## src/rtl/mem_arbiter_pkg.sv

```systemverilog
// Shared types and widths for the memory arbiter slice.
// Grant index is sized for the largest supported requester count (4).
package mem_arb_pkg;

    typedef enum logic [1:0] {
        IDLE   = 2'd0,
        ACCESS = 2'd1,
        WAIT   = 2'd2,
        RESP   = 2'd3
    } state_e;

    localparam int GNT_W = 2;
    localparam int LAT_W = 3;

endpackage

```

## src/rtl/mem_arbiter_if.sv

```systemverilog
// Requester-side and memory-side signals of the arbiter; slave = arbiter view.
// The lock vector exists only when MEM_ARB_LOCK_EN is defined.
interface mem_arbiter_if #(
    parameter int NUM_REQ = 2,
    parameter int ADDR_W  = 16,
    parameter int DATA_W  = 32
);
    logic [NUM_REQ-1:0]        req;
    logic [NUM_REQ-1:0]        req_wr;
    logic [NUM_REQ*ADDR_W-1:0] req_addr;
    logic [NUM_REQ*DATA_W-1:0] req_wdata;
    logic [NUM_REQ-1:0]        ack;
    logic [DATA_W-1:0]         rdata;
    logic                      mem_rd;
    logic                      mem_wr;
    logic [ADDR_W-1:0]         mem_addr;
    logic [DATA_W-1:0]         mem_wdata;
    logic [DATA_W-1:0]         mem_rdata;
    logic                      busy;
`ifdef MEM_ARB_LOCK_EN
    logic [NUM_REQ-1:0]        lock;

    modport slave  (input  req, req_wr, req_addr, req_wdata, mem_rdata, lock,
                    output ack, rdata, mem_rd, mem_wr, mem_addr, mem_wdata, busy);
    modport master (output req, req_wr, req_addr, req_wdata, mem_rdata, lock,
                    input  ack, rdata, mem_rd, mem_wr, mem_addr, mem_wdata, busy);
`else
    modport slave  (input  req, req_wr, req_addr, req_wdata, mem_rdata,
                    output ack, rdata, mem_rd, mem_wr, mem_addr, mem_wdata, busy);
    modport master (output req, req_wr, req_addr, req_wdata, mem_rdata,
                    input  ack, rdata, mem_rd, mem_wr, mem_addr, mem_wdata, busy);
`endif
endinterface

```

## src/rtl/mem_arbiter_rr_arbiter.sv

```systemverilog
// Combinational round-robin pick: search starts one past ptr and wraps.
// Latency: zero cycles; no backpressure, pure function of req and ptr.
module rr_arbiter
    import mem_arb_pkg::*;
#(
    parameter int NUM_REQ = 2
) (
    input  logic [NUM_REQ-1:0] req,
    input  logic [GNT_W-1:0]   ptr,
    output logic [GNT_W-1:0]   gnt,
    output logic               any_req
);

    logic [2*NUM_REQ-1:0] dbl;
    logic [NUM_REQ-1:0]   rot;

    always_comb begin
        dbl     = {req, req};
        // rot[0] is the requester right after ptr, so the lowest set bit wins
        rot     = NUM_REQ'(dbl >> (int'(ptr) + 1));
        gnt     = '0;
        any_req = 1'b0;
        for (int j = NUM_REQ - 1; j >= 0; j--) begin
            if (rot[j]) begin
                gnt     = GNT_W'((int'(ptr) + 1 + j) % NUM_REQ);
                any_req = 1'b1;
            end
        end
    end

endmodule

```

## src/rtl/mem_arbiter.sv

```systemverilog
// Round-robin arbiter sharing one single-port memory; optional bus locking via MEM_ARB_LOCK_EN.
// Latency: write ack 2 cycles, read ack 2+RD_LATENCY after req; losers simply keep req high.
module mem_arbiter
    import mem_arb_pkg::*;
#(
    parameter int NUM_REQ    = 2,
    parameter int ADDR_W     = 16,
    parameter int DATA_W     = 32,
    parameter int RD_LATENCY = 1
) (
    input  logic          clk,
    input  logic          rst_n,
    mem_arbiter_if.slave  bus
);

    state_e               state_q, state_d;
    logic [GNT_W-1:0]     gnt_q, gnt_d;
    logic [GNT_W-1:0]     ptr_q, ptr_d;
    logic [LAT_W-1:0]     cnt_q, cnt_d;
    logic [NUM_REQ-1:0]   ack_q, ack_d;
    logic [DATA_W-1:0]    rdata_q, rdata_d;
    logic                 mem_rd_q, mem_rd_d;
    logic                 mem_wr_q, mem_wr_d;
    logic [ADDR_W-1:0]    mem_addr_q, mem_addr_d;
    logic [DATA_W-1:0]    mem_wdata_q, mem_wdata_d;
    logic                 busy_q, busy_d;

    logic [NUM_REQ-1:0]   req_eff;
    logic [NUM_REQ-1:0]   gnt_oh;
    logic [GNT_W-1:0]     arb_gnt;
    logic                 arb_any;
    logic [ADDR_W-1:0]    sel_addr;
    logic [DATA_W-1:0]    sel_wdata;
    logic                 sel_wr;

    assign gnt_oh = NUM_REQ'(1) << gnt_q;

`ifdef MEM_ARB_LOCK_EN
    logic [GNT_W-1:0]     owner_q, owner_d;
    logic                 owner_vld_q, owner_vld_d;
    logic [NUM_REQ-1:0]   owner_oh;
    logic                 owner_hold;

    assign owner_oh   = NUM_REQ'(1) << owner_q;
    assign owner_hold = owner_vld_q && |(bus.lock & owner_oh);
    assign req_eff    = owner_hold ? (bus.req & owner_oh) : bus.req;
`else
    assign req_eff    = bus.req;
`endif

    rr_arbiter #(.NUM_REQ(NUM_REQ)) u_rr (
        .req     (req_eff),
        .ptr     (ptr_q),
        .gnt     (arb_gnt),
        .any_req (arb_any)
    );

    always_comb begin
        sel_addr  = '0;
        sel_wdata = '0;
        sel_wr    = 1'b0;
        for (int i = 0; i < NUM_REQ; i++) begin
            if (arb_gnt == GNT_W'(i)) begin
                sel_addr  = bus.req_addr[i*ADDR_W +: ADDR_W];
                sel_wdata = bus.req_wdata[i*DATA_W +: DATA_W];
                sel_wr    = bus.req_wr[i];
            end
        end
    end

    always_comb begin
        state_d     = state_q;
        gnt_d       = gnt_q;
        ptr_d       = ptr_q;
        cnt_d       = cnt_q;
        ack_d       = '0;
        rdata_d     = rdata_q;
        mem_rd_d    = 1'b0;
        mem_wr_d    = 1'b0;
        mem_addr_d  = mem_addr_q;
        mem_wdata_d = mem_wdata_q;
`ifdef MEM_ARB_LOCK_EN
        owner_d     = owner_q;
        owner_vld_d = owner_vld_q;
`endif
        case (state_q)
            IDLE: begin
`ifdef MEM_ARB_LOCK_EN
                if (owner_vld_q && !owner_hold) owner_vld_d = 1'b0;
`endif
                if (arb_any) begin
                    gnt_d       = arb_gnt;
                    mem_addr_d  = sel_addr;
                    mem_wdata_d = sel_wdata;
                    mem_wr_d    = sel_wr;
                    mem_rd_d    = !sel_wr;
                    state_d     = ACCESS;
                end
            end
            ACCESS: begin
                if (mem_wr_q) begin
                    ack_d   = gnt_oh;
                    state_d = RESP;
                end else begin
                    cnt_d   = LAT_W'(RD_LATENCY);
                    state_d = WAIT;
                end
            end
            WAIT: begin
                if (cnt_q == LAT_W'(1)) begin
                    rdata_d = bus.mem_rdata;
                    ack_d   = gnt_oh;
                    state_d = RESP;
                end else begin
                    cnt_d   = cnt_q - LAT_W'(1);
                end
            end
            RESP: begin
                ptr_d   = gnt_q;
                state_d = IDLE;
`ifdef MEM_ARB_LOCK_EN
                if (|(bus.lock & gnt_oh)) begin
                    owner_d     = gnt_q;
                    owner_vld_d = 1'b1;
                end
`endif
            end
            default: state_d = IDLE;
        endcase
        busy_d = (state_d != IDLE);
    end

    always_ff @(posedge clk or negedge rst_n) begin
        if (!rst_n) begin
            state_q     <= IDLE;
            gnt_q       <= '0;
            ptr_q       <= GNT_W'(NUM_REQ - 1);
            cnt_q       <= '0;
            ack_q       <= '0;
            rdata_q     <= '0;
            mem_rd_q    <= 1'b0;
            mem_wr_q    <= 1'b0;
            mem_addr_q  <= '0;
            mem_wdata_q <= '0;
            busy_q      <= 1'b0;
`ifdef MEM_ARB_LOCK_EN
            owner_q     <= '0;
            owner_vld_q <= 1'b0;
`endif
        end else begin
            state_q     <= state_d;
            gnt_q       <= gnt_d;
            ptr_q       <= ptr_d;
            cnt_q       <= cnt_d;
            ack_q       <= ack_d;
            rdata_q     <= rdata_d;
            mem_rd_q    <= mem_rd_d;
            mem_wr_q    <= mem_wr_d;
            mem_addr_q  <= mem_addr_d;
            mem_wdata_q <= mem_wdata_d;
            busy_q      <= busy_d;
`ifdef MEM_ARB_LOCK_EN
            owner_q     <= owner_d;
            owner_vld_q <= owner_vld_d;
`endif
        end
    end

    assign bus.ack       = ack_q;
    assign bus.rdata     = rdata_q;
    assign bus.mem_rd    = mem_rd_q;
    assign bus.mem_wr    = mem_wr_q;
    assign bus.mem_addr  = mem_addr_q;
    assign bus.mem_wdata = mem_wdata_q;
    assign bus.busy      = busy_q;

endmodule
```

## src/flat_wrapper.sv

```systemverilog
// flat-port wrapper written by rule: the top's interface ports become plain ports
module mem_arbiter_flat import mem_arb_pkg::*;
#(
    parameter int NUM_REQ    = 2,
    parameter int ADDR_W     = 16,
    parameter int DATA_W     = 32,
    parameter int RD_LATENCY = 1
)
  (clk, rst_n, bus_req, bus_req_wr, bus_req_addr, bus_req_wdata, bus_mem_rdata, bus_ack, bus_rdata, bus_mem_rd, bus_mem_wr, bus_mem_addr, bus_mem_wdata, bus_busy);
  mem_arbiter_if #(.NUM_REQ(NUM_REQ), .ADDR_W(ADDR_W), .DATA_W(DATA_W)) bus_i ();
  input  logic clk;
  input  logic rst_n;
  input wire logic [$bits(bus_i.req)-1:0] bus_req;
  input wire logic [$bits(bus_i.req_wr)-1:0] bus_req_wr;
  input wire logic [$bits(bus_i.req_addr)-1:0] bus_req_addr;
  input wire logic [$bits(bus_i.req_wdata)-1:0] bus_req_wdata;
  input wire logic [$bits(bus_i.mem_rdata)-1:0] bus_mem_rdata;
  output wire logic [$bits(bus_i.ack)-1:0] bus_ack;
  output wire logic [$bits(bus_i.rdata)-1:0] bus_rdata;
  output wire logic [$bits(bus_i.mem_rd)-1:0] bus_mem_rd;
  output wire logic [$bits(bus_i.mem_wr)-1:0] bus_mem_wr;
  output wire logic [$bits(bus_i.mem_addr)-1:0] bus_mem_addr;
  output wire logic [$bits(bus_i.mem_wdata)-1:0] bus_mem_wdata;
  output wire logic [$bits(bus_i.busy)-1:0] bus_busy;
  assign bus_i.req = bus_req;
  assign bus_i.req_wr = bus_req_wr;
  assign bus_i.req_addr = bus_req_addr;
  assign bus_i.req_wdata = bus_req_wdata;
  assign bus_i.mem_rdata = bus_mem_rdata;
  assign bus_ack = bus_i.ack;
  assign bus_rdata = bus_i.rdata;
  assign bus_mem_rd = bus_i.mem_rd;
  assign bus_mem_wr = bus_i.mem_wr;
  assign bus_mem_addr = bus_i.mem_addr;
  assign bus_mem_wdata = bus_i.mem_wdata;
  assign bus_busy = bus_i.busy;
  mem_arbiter #(.NUM_REQ(NUM_REQ), .ADDR_W(ADDR_W), .DATA_W(DATA_W), .RD_LATENCY(RD_LATENCY)) u_core (.clk(clk), .rst_n(rst_n), .bus(bus_i));
endmodule
```

## config.mk

```make
export PLATFORM = sky130hd
export DESIGN_NAME = mem_arbiter_flat
export DESIGN_NICKNAME = d
export VERILOG_FILES = /design/src/rtl/mem_arbiter_pkg.sv /design/src/rtl/mem_arbiter_if.sv /design/src/rtl/mem_arbiter_rr_arbiter.sv /design/src/rtl/mem_arbiter.sv /design/src/flat_wrapper.sv
export SDC_FILE = /design/constraint.sdc
export NUM_CORES = 1
export LEC_CHECK = 0
export CAP_MARGIN = 20
export CORE_AREA = 2 2 100 102
export DETAILED_ROUTE_END_ITERATION = 12
export DIE_AREA = 0 0 102 104
export PLACE_DENSITY = 0.85
export SYNTH_ARGS = -nofsm -noshare
export SYNTH_HDL_FRONTEND = slang
export SYNTH_SLANG_ARGS = --single-unit
```

## constraint.sdc

```tcl
create_clock -name clk -period 4.15 [get_ports clk]
set_clock_uncertainty 0.05 [all_clocks]
set_input_delay 0.83 -clock clk [delete_from_list [all_inputs] [get_ports clk]]
set_output_delay 0.83 -clock clk [all_outputs]
set_load 0.05 [all_outputs]
```

Yosys cells after proc, flatten, opt, wreduce, memory -nomap -nowiden
Index checks and enable logic that the tools add are counted.
Widths: inputs -> output; s select.
- $add $sub $neg: 3
- equal/unequal tests: 7
- shift operators: 2
- mux-type cells: 24
- bitwise gates (word level): 2
- reductions and logical operators: 8
- operators with widths (operator ; count):
    $mux 32 ; 2
    $add 32x2->32 const B ; 1
    $mux 16 ; 2
    $shr 4x32->2 ; 1
    $mux 2 ; 6
    $mux 1 ; 9
    $pmux 2 s4 ; 1
    $mux 3 ; 2
    $pmux 3 s2 ; 1
    $eq 2x1->1 const B ; 2
    $eq 2x2->1 const B ; 2
    $logic_not 2->1 ; 2
    $ne 2x2->1 const B ; 2
    $pmux 2 s2 ; 1
    $reduce_and 2->1 ; 2
    $reduce_bool 2->1 ; 2
    $add 2x1->3 const B ; 1
    $eq 3x1->1 const B ; 1
    $reduce_and 3->1 ; 1
    $sub 3x1->3 const B ; 1
    $shl 1x2->2 const A ; 1
    $and 1x1->1 ; 1
    $and 1x1->1 const A ; 1
    $logic_not 1->1 ; 1
- register bits after elaboration: 94
- input bits: 134
- word-level logic and storage cells: 57

Longest topological paths before layout
- word-level depth: 11
- depth in mapped cells: 7
- depth with buffers taken out: 5

Cells and area by module
Synthesis repeated with hierarchy kept, for this count alone.
- cells, all modules: 339
- area, all modules: 4175.3 um^2
- by module, submodules not included (module ; instances ; cells an instance ; area each (um^2) ; sequential area each (um^2)):
    mem_arbiter ; 1 ; 332 ; 4136.5 ; 2353.5
    rr_arbiter ; 1 ; 7 ; 38.8 ; 0.0

Worst setup path after synthesis
Ideal clock, no wire load.
- kind: input -> register
- start point: input port bus_req[0]
- end point: register u_core.mem_rd_q (netlist: u_core.bus.mem_rd)
- library setup time: 0.119 ns
- data arrival time: 1.472 ns
- data required time: 3.981 ns
- path slack: 2.509 ns
- stages: 4
- path buffers: 2
- path through: o21a_1 buf_4 buf_2 and2_1
- word-level cells in the longest chain between the ends: 9
- elaborated cells on any way between the ends: 12
- classes of those cells: eq/ne (1); shift (1); mux (8); reduce/logical (2)
- ends and longest elaborated chain (what ; RTL line ; RTL):
    start, declared ; flat_wrapper.sv:13 ; input wire logic [$bits(bus_i.req)-1:0] bus_req;
    $shr 4x32->2 * ; mem_arbiter_rr_arbiter.sv:20 ; rot = NUM_REQ'(dbl >> (int'(ptr) + 1));
    $mux 2 (2 in series) ; mem_arbiter_rr_arbiter.sv:24 ; if (rot[j]) begin
    $logic_not 2->1 ; mem_arbiter.sv:63 ; if (arb_gnt == GNT_W'(i)) begin
    $mux 1 (2 in series) ; mem_arbiter.sv:63 ;
    $logic_not 1->1 ; mem_arbiter.sv:96 ; mem_rd_d = !sel_wr;
    $mux 1 * ; mem_arbiter.sv:91 ; if (arb_any) begin
    $mux 1 * ; mem_arbiter.sv:86 ; case (state_q)
    via u_core.mem_rd_d ; mem_arbiter.sv:22 ; logic mem_rd_q, mem_rd_d;
    end signal, assigned ; mem_arbiter.sv:157 ; mem_rd_q <= mem_rd_d;
    end, declared ; mem_arbiter.sv:22 ;
The timed path passes the listed nets; every way through them passes the cells marked *.
A chain may end at the register's enable or synchronous reset.

Worst setup path after layout
- start point: input port bus_req[1]
- end point: register u_core.mem_wdata_q[5] (netlist: u_core.bus.mem_wdata[5])
- word-level cells in the longest chain between the ends: 6
- elaborated cells on any way between the ends: 10
- classes of those cells: eq/ne (1); shift (1); mux (6); reduce/logical (2)
- ends and longest elaborated chain (what ; RTL line ; RTL):
    $shr 4x32->2 * ; mem_arbiter_rr_arbiter.sv:20 ;
    $mux 2 (2 in series) ; mem_arbiter_rr_arbiter.sv:24 ;
    $logic_not 2->1 ; mem_arbiter.sv:63 ;
    $mux 32 (2 in series) ; mem_arbiter.sv:63 ;
    end signal, assigned ; mem_arbiter.sv:160 ; mem_wdata_q <= mem_wdata_d;
    end, declared ; mem_arbiter.sv:25 ; logic [DATA_W-1:0] mem_wdata_q, mem_wdata_d;
Mark *: on every way between the ends. The rest lies on a longest branch, timed or not.

==> run_results.csv <==
group,metric,value,unit
synth,netlist_instances,381,
worst_setup_path,crit_path_start_kind,"input port",
synth,synth_ff_type,"dfrtp_1",
pwr,leakagePower,0.00269,uW
run_status,outcome,"finished, final reports clean",
synth,synth_area_leaders,"dfrtp_1 (58%), a21oi_1 (12%), mux2_2 (8.0%)",
finish,area_delta_synth_final,62.4,%
drt,avgRoutedWirePerCell,15.4,um
grt,grt_overflow,0,
finish,fillers,774,
grt,grt_pass1_wl,17700,um
worst_setup_path,cp_max_fo,26,
timing,setup_viol,0,
timing,hold_viol,0,
synth,synth_cell_types,31,
synth,yosysWarnings,0,
timing,setup_tns,0,ns
timing,whs,0.412,ns
finish,n_antenna_cell,0,
min_path,hold_path_class,"in2async",
finish,multi_input_area,1520,um^2
finish,register_area,2300,um^2
synth,postSynthAreaPerCell,10.3,um^2
synth,ys_ff_latch,92,
worst_setup_path,worstSetupPathType,"in2reg",
clock_network,ctsLongestPathBuffers,2,
clock_network,cts_setup_buffers,0,
clock_network,clockRootBuffer,"clkbuf_8",
timing,timing.final.crit_share,63.0,%
floorplanning,die_h,104,um
finish,mostFrequentLayoutCells,"clkdlybuf4s50_1 (217), a21oi_1 (96), dfrtp_1 (91)",
synth,async_flop_share,100,%
drt,dr_total_vias,3597,
floorplanning,coreArea,9550,um^2
synth,netlist_area,3940,um^2
timing,layout_setup_ws,1.53,ns
drt,drtIter0Drc,147,
clock_network,cts_num_sinks,92,
floorplanning,die_area,10600,um^2
drt,drt-total-wl,11200,um
clock_network,h-tree-depth,3,
synth,synth_top_area_cell,"dfrtp_1",
synth,synth_top_cell_area_share,57.8,%
grt,grt_usage,21.2,%
clock_network,clk_latency,0.36,ns
floorplanning,start_util,41.3,%
worst_setup_path,worstPathArrival,2.84,ns
timing,tightest_slew,1.00,ns
synth,syn_nets,521,
run,cap_violations,0,
clock_network,ctsResizeCount,0,
worst_setup_path,end_kind,"register",
floorplanning,die_w,102,um
clock_network,cts_tree,"yes",
floorplanning,rows,36,
drt,via_per_inst,4.94,
drt,dr.pass1.iters,4,
synth,synth_edf_count,0,
timing,finalMaxSlewViolations,0,
worst_setup_path,cp.required,4.37,ns
timing,rsz0062_at_grt,"no",
drt,final_antenna_net_count,0,
placed_design,dp_slack,1.18,ns
grt,grt_antenna_before_repair,0,
placed_design,gp_congestion,0.776,
clock_network,hold_buffers,0,
finish,final_common_cell,"clkdlybuf4s50_1",
placed_design,dpl.hpwl,8050,um
placed_design,portBuffers,218,
clock_network,clkTransAtPathRegs,0.09,ns
timing,fmax,382,MHz
synth,synth-seq-area-share,58.4,%
clock_network,cts_buffers,9,
grt,grt_pass1_vias,3691,
pwr,vdd_ir_drop_max,0.000480,V
finish,drive_above_1_share,8.40,%
timing,fin_crit,2.62,ns
grt,grt_max_degree,51,
floorplanning,io_pins,219,
finish,nets,730,
timing,slew_headroom,33.4,%
drt,drcViolationCount,0,
pwr,powerDensity,896,nW/um^2
## flip-flops by register name, summed over array words and instances, names as in the netlist
signal and flops:
u_core.bus.ack 2, u_core.bus.mem_wdata 32, u_core.ptr_q 1, u_core.bus.busy 1
u_core.bus.rdata 32, u_core.cnt_q 3, u_core.bus.mem_rd 1, u_core.state_q 2
u_core.gnt_q 1, u_core.bus.mem_wr 1, u_core.bus.mem_addr 16
## cells in the mapped netlist, drive strengths merged, types with 2 or more instances
library cell  instances
inv                   7
ha                    6
nor3                  2
nor2                 49
and2                  2
nand2                51
clkbuf                6
o21ai                 3
buf                  17
dfrtp                91
mux2i                 2
mux2                 34
a21oi                96
## stage by stage
stage	util [%]	power, uW	area (um^2)	instances
2_1_floorplan	-	4010	3940	381
3_3_place_gp	65.0	5140	6210	711
3_5_place_dp	65.3	5240	6240	712
4_1_cts	67.0	5780	6400	728
5_1_grt	67.0	6050	6400	728
6_report	67.0	5740	6400	728
## area by class of cell
cell class	instances	share of cell area [%]
Timing Repair Buffer	221	34.7
Clock buffer	14	2.38
Inverter	7	0.410
Multi-Input combinational cell	259	23.7
Sequential cell	92	36.0
Clock inverter	2	0.195
Tap cell	133	2.60
## kinds of logic (layout without fill, tap and decap cells)
logic type | count (synthesis) | in the layout | synth area share (%)
flip-flops | 92 | 92 | 58.4
multiplexers | 36 | 36 | 10.2
AO/OA/AOI/OAI | 107 | 107 | 14.4
adder cells (fa/ha/maj) | 6 | 6 | 1.90
AND/OR/NAND/NOR | 110 | 110 | 11.5
buffers and inverters | 30 | 244 | 3.59
## final timing paths
kind	cells after the start	slack [ns]	start	endpoint
setup / recovery	5	1.53	bus_req[1]	u_core.bus.mem_wdata[5]$_DFFE_PN0P_
hold / removal	1	0.41	rst_n	u_core.bus.rdata[22]$_DFFE_PN0P_
setup reg to reg	5	2.02	u_core.state_q[0]$_DFF_PN0_	u_core.bus.mem_wdata[5]$_DFFE_PN0P_
hold reg to reg	1	0.45	u_core.bus.rdata[27]$_DFFE_PN0P_	u_core.bus.rdata[27]$_DFFE_PN0P_
max in group asynchronous	2	2.95	rst_n	u_core.ptr_q[0]$_DFFE_PN1N_
min in group clk	1	0.45	u_core.bus.rdata[27]$_DFFE_PN0P_	u_core.bus.rdata[27]$_DFFE_PN0P_
## routing by layer
| metal | GRT usage, % | up-vias | share of wire [%] |
|---|---|---|---|
| met5 | 0 | - | 0 |
| met2 | 36.0 | 153 | 51 |
| met1 | 25.2 | 1725 | 39 |
| met3 | 5.71 | 16 | 8.2 |
| met4 | 8.00 | 0 | 1.8 |
| li1 | - | 1703 | - |
## power by group
group / leakage, uW / internal, uW / switching [uW]
clock: 0.0000807 / 235 / 299
combinational: 0.00155 / 1290 / 2320
sequential: 0.00106 / 1350 / 242
total: 0.00269 / 2880 / 2860
## critical path, cell delays in order
cell and delay (ns):
clkdlybuf4s50_1 0.59, a21boi_4 0.68, buf_4 0.42, a21oi_1 0.12
a21oi_1 0.18
Power figures use the tool's default switching activity.
